==> src/rtl/pad_cfg_loader.sv <==
// pad_cfg_loader: boot-time sequencer that walks a pad-register table and issues each
// entry as a config write. Optional read-back check: PAD_CFG_LOADER_VERIFY_EN.
module pad_cfg_loader #(
  parameter int NUM_ENTRIES    = 16,
  parameter int TIMEOUT_CYCLES = 255,
  localparam int IDX_W         = $clog2(NUM_ENTRIES)
) (
  input  logic             clk_i,
  input  logic             rst_i,
  input  logic             start_i,
  input  logic [IDX_W:0]   num_entries_i,
  output logic [IDX_W-1:0] tbl_idx_o,
  input  logic [31:0]      tbl_addr_i,
  input  logic [31:0]      tbl_wdata_i,
  input  logic [3:0]       tbl_wstrb_i,
  output logic [31:0]      cfg_addr_o,
  output logic             cfg_write_o,
  output logic [31:0]      cfg_wdata_o,
  output logic [3:0]       cfg_wstrb_o,
  output logic             cfg_valid_o,
  input  logic [31:0]      cfg_rdata_i,
  input  logic             cfg_error_i,
  input  logic             cfg_ready_i,
  output logic             busy_o,
  output logic             done_o,
  output logic             error_o,
  output logic [IDX_W-1:0] err_idx_o,
  output logic [1:0]       err_code_o
);

  localparam int CNT_W = IDX_W + 1;
  localparam int TO_W  = $clog2(TIMEOUT_CYCLES + 1);

  typedef enum logic [2:0] {
    ST_IDLE   = 3'd0,
    ST_REQ    = 3'd1,
    ST_NEXT   = 3'd2,
    ST_DONE   = 3'd3,
    ST_FAIL   = 3'd4
`ifdef PAD_CFG_LOADER_VERIFY_EN
    , ST_VERIFY = 3'd5
`endif
  } state_t;

  state_t           state_r;
  state_t           state_s;
  logic [IDX_W-1:0] idx_r;
  logic [CNT_W-1:0] count_r;
  logic [CNT_W-1:0] count_in_s;
  logic [TO_W-1:0]  wait_r;
  logic             valid_r;
  logic             write_r;
  logic             busy_r;
  logic             done_r;
  logic             error_r;
  logic [IDX_W-1:0] err_idx_r;
  logic [1:0]       err_code_r;
  logic             start_acc_s;
  logic             idx_inc_s;
  logic             fail_s;
  logic [1:0]       fail_code_s;
  logic             last_s;
  logic             timeout_s;

`ifdef PAD_CFG_LOADER_VERIFY_EN
  function automatic logic readback_mismatch(input logic [31:0] wdata,
                                             input logic [31:0] rdata,
                                             input logic [3:0]  wstrb);
    logic [31:0] mask;
    for (int b = 0; b < 4; b++) begin
      mask[b*8 +: 8] = {8{wstrb[b]}};
    end
    return ((wdata ^ rdata) & mask) != 32'd0;
  endfunction
`else
  logic rdata_unused_s;
  assign rdata_unused_s = ^cfg_rdata_i;
`endif

  // Out-of-range counts are clamped so the index can never run past the table.
  assign count_in_s = (num_entries_i > CNT_W'(NUM_ENTRIES)) ? CNT_W'(NUM_ENTRIES) : num_entries_i;
  assign last_s     = (({1'b0, idx_r} + CNT_W'(1)) == count_r);
  assign timeout_s  = (wait_r == TO_W'(TIMEOUT_CYCLES - 1));

  // State register.
  always_ff @(posedge clk_i) begin
    if (rst_i) begin
      state_r <= ST_IDLE;
    end else begin
      state_r <= state_s;
    end
  end

  // Next-state and transition control.
  always_comb begin
    state_s     = state_r;
    start_acc_s = 1'b0;
    idx_inc_s   = 1'b0;
    fail_s      = 1'b0;
    fail_code_s = 2'd0;
    case (state_r)
      ST_IDLE: begin
        if (start_i) begin
          start_acc_s = 1'b1;
          if (count_in_s == {CNT_W{1'b0}}) begin
            state_s = ST_DONE;
          end else begin
            state_s = ST_REQ;
          end
        end else begin
          state_s = ST_IDLE;
        end
      end
      ST_REQ: begin
        if (cfg_ready_i) begin
          if (cfg_error_i) begin
            state_s     = ST_FAIL;
            fail_s      = 1'b1;
            fail_code_s = 2'd1;
          end else begin
`ifdef PAD_CFG_LOADER_VERIFY_EN
            state_s = ST_VERIFY;
`else
            state_s = ST_NEXT;
`endif
          end
        end else if (timeout_s) begin
          state_s     = ST_FAIL;
          fail_s      = 1'b1;
          fail_code_s = 2'd2;
        end else begin
          state_s = ST_REQ;
        end
      end
`ifdef PAD_CFG_LOADER_VERIFY_EN
      ST_VERIFY: begin
        if (cfg_ready_i) begin
          if (cfg_error_i) begin
            state_s     = ST_FAIL;
            fail_s      = 1'b1;
            fail_code_s = 2'd1;
          end else if (readback_mismatch(tbl_wdata_i, cfg_rdata_i, tbl_wstrb_i)) begin
            state_s     = ST_FAIL;
            fail_s      = 1'b1;
            fail_code_s = 2'd3;
          end else begin
            state_s = ST_NEXT;
          end
        end else if (timeout_s) begin
          state_s     = ST_FAIL;
          fail_s      = 1'b1;
          fail_code_s = 2'd2;
        end else begin
          state_s = ST_VERIFY;
        end
      end
`endif
      ST_NEXT: begin
        if (last_s) begin
          state_s = ST_DONE;
        end else begin
          idx_inc_s = 1'b1;
          state_s   = ST_REQ;
        end
      end
      ST_DONE: state_s = ST_IDLE;
      ST_FAIL: state_s = ST_IDLE;
      default: state_s = ST_IDLE;
    endcase
  end

  // Datapath and registered status; flags are decoded from the next state so they
  // line up with the state they describe.
  always_ff @(posedge clk_i) begin
    if (rst_i) begin
      idx_r      <= {IDX_W{1'b0}};
      count_r    <= {CNT_W{1'b0}};
      wait_r     <= {TO_W{1'b0}};
      valid_r    <= 1'b0;
      write_r    <= 1'b0;
      busy_r     <= 1'b0;
      done_r     <= 1'b0;
      error_r    <= 1'b0;
      err_idx_r  <= {IDX_W{1'b0}};
      err_code_r <= 2'd0;
    end else begin
`ifdef PAD_CFG_LOADER_VERIFY_EN
      valid_r <= (state_s == ST_REQ) || (state_s == ST_VERIFY);
`else
      valid_r <= (state_s == ST_REQ);
`endif
      write_r <= (state_s == ST_REQ);
      busy_r  <= (state_s != ST_IDLE);
      done_r  <= (state_s == ST_DONE);
      // The wait counter restarts whenever a request is newly issued.
      if (valid_r && (state_s == state_r)) begin
        wait_r <= wait_r + TO_W'(1);
      end else begin
        wait_r <= {TO_W{1'b0}};
      end
      if (start_acc_s) begin
        idx_r   <= {IDX_W{1'b0}};
        count_r <= count_in_s;
      end else if (idx_inc_s) begin
        idx_r   <= idx_r + IDX_W'(1);
        count_r <= count_r;
      end else begin
        idx_r   <= idx_r;
        count_r <= count_r;
      end
      if (start_acc_s) begin
        error_r    <= 1'b0;
        err_idx_r  <= {IDX_W{1'b0}};
        err_code_r <= 2'd0;
      end else if (fail_s) begin
        error_r    <= 1'b1;
        err_idx_r  <= idx_r;
        err_code_r <= fail_code_s;
      end else begin
        error_r    <= error_r;
        err_idx_r  <= err_idx_r;
        err_code_r <= err_code_r;
      end
    end
  end

  assign tbl_idx_o   = idx_r;
  assign cfg_valid_o = valid_r;
  assign cfg_write_o = write_r;
  assign cfg_addr_o  = valid_r ? tbl_addr_i  : 32'd0;
  assign cfg_wdata_o = write_r ? tbl_wdata_i : 32'd0;
  assign cfg_wstrb_o = write_r ? tbl_wstrb_i : 4'd0;
  assign busy_o      = busy_r;
  assign done_o      = done_r;
  assign error_o     = error_r;
  assign err_idx_o   = err_idx_r;
  assign err_code_o  = err_code_r;

endmodule

==> config.mk <==
export PLATFORM = sky130hd
export DESIGN_NAME = pad_cfg_loader
export DESIGN_NICKNAME = d
export VERILOG_FILES = /design/src/rtl/pad_cfg_loader.sv
export SDC_FILE = /design/constraint.sdc
export NUM_CORES = 1
export LEC_CHECK = 0
export BUFFER_PORTS_ARGS = -buffer_cell sky130_fd_sc_hd__buf_2
export CAP_MARGIN = 20
export CELL_PAD_IN_SITES_DETAIL_PLACEMENT = 0
export CELL_PAD_IN_SITES_GLOBAL_PLACEMENT = 2
export CORE_MARGIN = 2
export CORE_UTILIZATION = 15
export DETAILED_ROUTE_END_ITERATION = 8
export PLACE_DENSITY = 0.85
export SETUP_SLACK_MARGIN = 0.2
export SYNTH_ARGS = -nofsm -noshare
export SYNTH_HDL_FRONTEND = slang
export SYNTH_SLANG_ARGS = --single-unit
==> constraint.sdc <==
create_clock -name clk_i -period 1.7 [get_ports clk_i]
set_clock_uncertainty 0.1 [all_clocks]
set_input_delay 0.34 -clock clk_i [delete_from_list [all_inputs] [get_ports clk_i]]
set_output_delay 0.34 -clock clk_i [all_outputs]
set_load 0.02 [all_outputs]
# Word level (Yosys, flattened, before mapping)
# Index checks and enable logic that the tools add are counted.
[classes]
add_sub_neg = 3
n_bitwise = 1
eq_ne = 7
n_reduce_logical = 6
mul = 0
muxes = 23
div = 0
n_shift = 0
magnitude_cmp = 1
[op_table]
columns = ["cell", "count"]
rows = [
  ["$mux W32", 2],
  ["$mux W3", 4],
  ["$mux W2", 5],
  ["$mux W1", 9],
  ["$pmux W3 S3", 1],
  ["$add A8 B1 Y8 const B", 1],
  ["$eq A8 B8 Y1 const B", 1],
  ["$eq A3 B1 Y1 const B", 2],
  ["$eq A3 B2 Y1 const B", 2],
  ["$add A4 B1 Y5 const B", 1],
  ["$eq A5 B5 Y1", 1],
  ["$gt A5 B5 Y1 const B", 1],
  ["$logic_not A5 Y1", 1],
  ["$mux W5", 1],
  ["$add A4 B1 Y4 const B", 1],
  ["$mux W4", 1],
  ["$reduce_or A2 Y1", 2],
  ["$eq A3 B3 Y1", 1],
  ["$logic_not A3 Y1", 1],
  ["$reduce_bool A3 Y1", 1],
  ["$logic_and A1 B1 Y1", 1],
  ["$not A1 Y1", 1],
]
[word_totals]
memories = 0
out_inout_bits = 83
ff_bits = 30
mem_bits_ro = 0
ramBits = 0
latch_bits = 0
wordCells = 51

# Depth between registers and ports, before layout
[depth]
ltp_word = 10
ltp_mapped = 8
mapped_depth_nobuf = 7

# Worst setup path before layout
# Ideal clock, no wire load.
[synth_timing]
path_type = "register to register"
from = "reg idx_r[0] (netlist: tbl_idx_o[0])"
to = "reg write_r (netlist: cfg_write_o)"
n_path_buf = 0
stages_incl_launch_ff = 6
arrival_ps = 1787
period_less_slack_ps = 2002
setup_slack_ps = -302
cell_sequence = "dfxtp_1 > ha_1 > xor2_1 > nor4_2 > nand4_1 > and3_1"
[synth_between]
elab_chain_cells = 5
[synth_lines]
columns = ["item", "line", "text"]
rows = [
  ["from (decl)", "47", "logic [IDX_W-1:0] idx_r;"],
  ["from (signal assigned)", "176", "idx_r <= {IDX_W{1'b0}};"],
  ["from (signal assigned)", "202", "idx_r <= {IDX_W{1'b0}};"],
  ["from (signal assigned)", "205", "idx_r <= idx_r + IDX_W'(1);"],
  ["$add A4 B1 Y5", "82", "assign last_s = (({1'b0, idx_r} + CNT_W'(1)) == count_r);"],
  ["$eq A5 B5 Y1", "82", ""],
  ["$mux W2", "159", "if (last_s) begin"],
  ["$pmux W3 S3", "101", "case (state_r)"],
  ["$eq A3 B1 Y1", "192", "write_r <= (state_s == ST_REQ);"],
  ["to (signal assigned)", "192", ""],
  ["to (decl)", "52", "logic write_r;"],
]
# Every way passes these cells.
# A chain may end at the register's enable or synchronous reset.

# Worst setup path in the final report
[layout_timing]
from = "reg state_r[2]"
to = "reg err_idx_r[1] (netlist: err_idx_o[1])"
[layout_between]
elab_chain_cells = 3
elab_cells_between_ends = 5
classes_between = "eq/ne: 1; mux: 2; reduce/logical: 2"
[layout_lines]
columns = ["item", "line", "text"]
rows = [
  ["from (decl)", "45", "state_t state_r;"],
  ["from (signal assigned)", "90", "state_r <= state_s;"],
  ["$logic_not A3 Y1", "101", ""],
  ["$mux W1", "101", ""],
  ["$reduce_or A2 Y1 (no line)", "n/a", ""],
  ["to (signal assigned)", "184", "err_idx_r <= {IDX_W{1'b0}};"],
  ["to (signal assigned)", "213", "err_idx_r <= {IDX_W{1'b0}};"],
  ["to (signal assigned)", "217", "err_idx_r <= idx_r;"],
  ["to (decl)", "56", "logic [IDX_W-1:0] err_idx_r;"],
]
# Several ways; a longest one is shown, not always the timed one.

==> impl_metrics.toml <==
[yosys]
ys_types = 38
synth.avg_cell_area_um2 = 8.22
synth_warnings = 0
synth_cells = 225
synth-seq-cells = 30
syn_nets = 338
ys_seq_area_frac = 0.325
syn_area_um2 = 1850

[global_route]
grt_pass1_wl_um = 11600
overflow = 0
antenna_found_initial = 0
grt_max_degree = 36
first_global_vias = 2290
track_usage = 0.111

[timing]
min_period_ns = 1.83
tns_ns = -1.96
fmax_ghz = 0.546
drv_slew = 0
hold_violations = 0
setup_viol = 65
timing.final.ws_setup_ns = -0.130
worst_pin_slew_ns = 0.421
finalCritPeriodShare = 1.08
relSlewSlack = 0.718
rsz0062_at_grt = "yes"

[worst_setup_path]
crit_path_end_kind = "flop"
crit_required_ns = 1.76
startpoint_type = "flop"
criticalPathCategory = "flop to flop"
cp_max_fo = 6
arrival_ns = 1.89

[floorplanning]
start_util = 0.154
dieWidth_um = 115
rows = 40
die_y_um = 115
io_pins = 193
dieArea_um2 = 13200
coreArea_um2 = 12000

[power_and_ir_drop]
max-vdd-ir-drop_v = 0.000348
power_leakage_nw = 2.03
p_per_area_nw_per_um2 = 643

[finish]
synthToLayoutAreaGrowth_pct = 138
layout.cells.non_filler = 577
drive_gt1_frac = 0.760
seq_area_um2 = 617
multi_input_area_um2 = 1500
num-fill-cells = 1184
final_nets = 542
antenna_cells = 0

[drt]
drc = 0
wl_per_cell_um = 14.9
dr.pass1.iters = 4
drt_iter0_markers = 76
vias = 2361
viasPerCell = 4.09
ant_nets = 0
drt-total-wl_um = 8620

[clock_network]
clkTransAtPathRegs_ns = 0.05
insertion_delay_ns = 0.27
cts-root-to-sink-buffers = 2
cts_buffers = 5
cts_tree = "done"
htreeDepth = 2
cts.sinks = 30
cts-root-buf = "clkbuf_16"

[run_status]
status = "finished with violations"
violations = "negative setup slack"

[placement]
dp.cells = 541
numPortBuffers = 160
gp_congestion = 0.753
dp_hpwl_um = 5160

[job]
drv_cap = 0

[hold_path]
min_path_type = "primary input to flop"
## critical path, stage by stage (launching register included)
cell and delay [ns]:
dfxtp_2 0.32, or4b_4 0.51, or3_4 0.42, nand2_8 0.10, mux2i_1 0.23, nor2_2 0.04
## per-stage QoR
stage | instance area (um2) | hold WS [ns] | utilization | worst slack, ns | power, mW
finish | 4400 | 0.226 | 0.367 | -0.130 | 2.83
global route | 4400 | 0.228 | 0.367 | -0.183 | 2.96
CTS | 4080 | 0.228 | 0.339 | -0.100 | 2.69
detailed placement | 3000 | 0.347 | 0.250 | -0.308 | 1.35
global placement | 3000 | 0.341 | 0.250 | -0.307 | 1.34
floorplan | 1910 | 0.343 | - | -0.154 | 1.09
## area by class of cell
class,instances,share of cell area
inverters,2,0.00171
flip-flops and latches,30,0.140
repair buffers,210,0.439
well taps,147,0.0418
clock buffers,8,0.0378
multi-input cells,180,0.340
## per-layer routing
metal | share of wire | GRT usage | up-vias | routed length (um)
met5 | 0 | 0 | - | 0
met1 | 0.42 | 0.139 | 1131 | 3600
met2 | 0.54 | 0.202 | 65 | 4680
met4 | 0.0051 | 0.0169 | 0 | 44
met3 | 0.034 | 0.0179 | 4 | 293
li1 | - | - | 1161 | -
## synthesized netlist by cell type
library cell / count / area (um2)
and3_1: 2 / 12.5
clkbuf_1: 8 / 30.0
nand2_1: 16 / 60.1
a2111o_1: 1 / 11.3
nor2_1: 15 / 56.3
nor2b_1: 2 / 12.5
and2_1: 69 / 432
nor4_1: 1 / 6.26
nand3_1: 10 / 50.1
nor4b_2: 1 / 15.0
buf_6: 3 / 33.8
ha_1: 3 / 37.5
buf_2: 1 / 5.00
inv_1: 2 / 7.51
or4b_1: 1 / 10.0
nor4b_1: 1 / 8.76
a211oi_1: 1 / 7.51
nor2_2: 4 / 25.0
buf_4: 1 / 7.51
o21ai_0: 3 / 15.0
nand4_1: 4 / 25.0
mux2i_1: 8 / 80.1
o2bb2ai_1: 1 / 8.76
nand4b_1: 1 / 8.76
dfxtp_1: 30 / 601
a31oi_1: 2 / 12.5
or2_2: 2 / 12.5
xnor2_1: 4 / 35.0
o22ai_4: 1 / 20.0
o22a_1: 1 / 8.76
a21boi_0: 1 / 7.51
nor4_2: 1 / 12.5
and4bb_2: 1 / 12.5
nand3b_1: 1 / 7.51
a21oi_1: 11 / 55.1
or3_1: 3 / 18.8
nand2_8: 1 / 20.0
xor2_1: 7 / 61.3
## registers in the layout (all words and copies together) (netlist names)
name and cells:
count_r 5, state_r 3, busy_o 1, cfg_write_o 1
err_code_o 2, err_idx_o 4, tbl_idx_o 4, error_o 1
done_o 1, wait_r 8
## cells in the final DEF (no fill, tap or decap), types with 7 or more instances in the layout
master      n
and2_4     68
mux2i_1     7
buf_6      83
buf_2      89
clkbuf_16   9
nand3_1     9
buf_4      21
a21oi_1     7
nor2_2     10
dfxtp_1    23
nand2_1    16
nor2_1      8
## cells by family (layout without fill, tap and decap cells)
| family | after synthesis | count (layout) | share of synthesized area |
|---|---|---|---|
| AO/OA/AOI/OAI | 22 | 22 | 0.0791 |
| XOR/XNOR | 11 | 11 | 0.0521 |
| adder cells (fa/ha/maj) | 3 | 3 | 0.0203 |
| buffers and inverters | 15 | 220 | 0.0453 |
| flip-flops | 30 | 30 | 0.325 |
| multiplexers | 8 | 8 | 0.0433 |
| AND/OR/NAND/NOR | 136 | 136 | 0.435 |
## path summary, 6_finish.rpt
kind / slack, ns / startpoint / end / depth (start not counted)
min: 0.23 / num_entries_i[4] / count_r[4]$_SDFFE_PP0P_ / 3
max reg2reg: -0.13 / state_r[2]$_SDFF_PP0_ / err_idx_o[1]$_SDFFE_PP0P_ / 5
min reg2reg: 0.36 / err_code_o[0]$_SDFFE_PP0P_ / err_code_o[0]$_SDFFE_PP0P_ / 2
max: -0.13 / state_r[2]$_SDFF_PP0_ / err_idx_o[1]$_SDFFE_PP0P_ / 5
## report_power, final
| group | switching (mW) | internal (mW) |
|---|---|---|
| combinational | 0.483 | 0.662 |
| sequential | 0.0133 | 0.720 |
| clock | 0.293 | 0.661 |
| total | 0.790 | 2.04 |
## repair_timing
action,CTS,global route
pin swaps,16,8
cloned,6,7
setup buffers,6,9
hold endpoints to repair,0,0
resized for setup,233,30
hold buffers,0,0
setup endpoints to repair,93,96
Note: power is estimated with default switching activity, not from simulation.
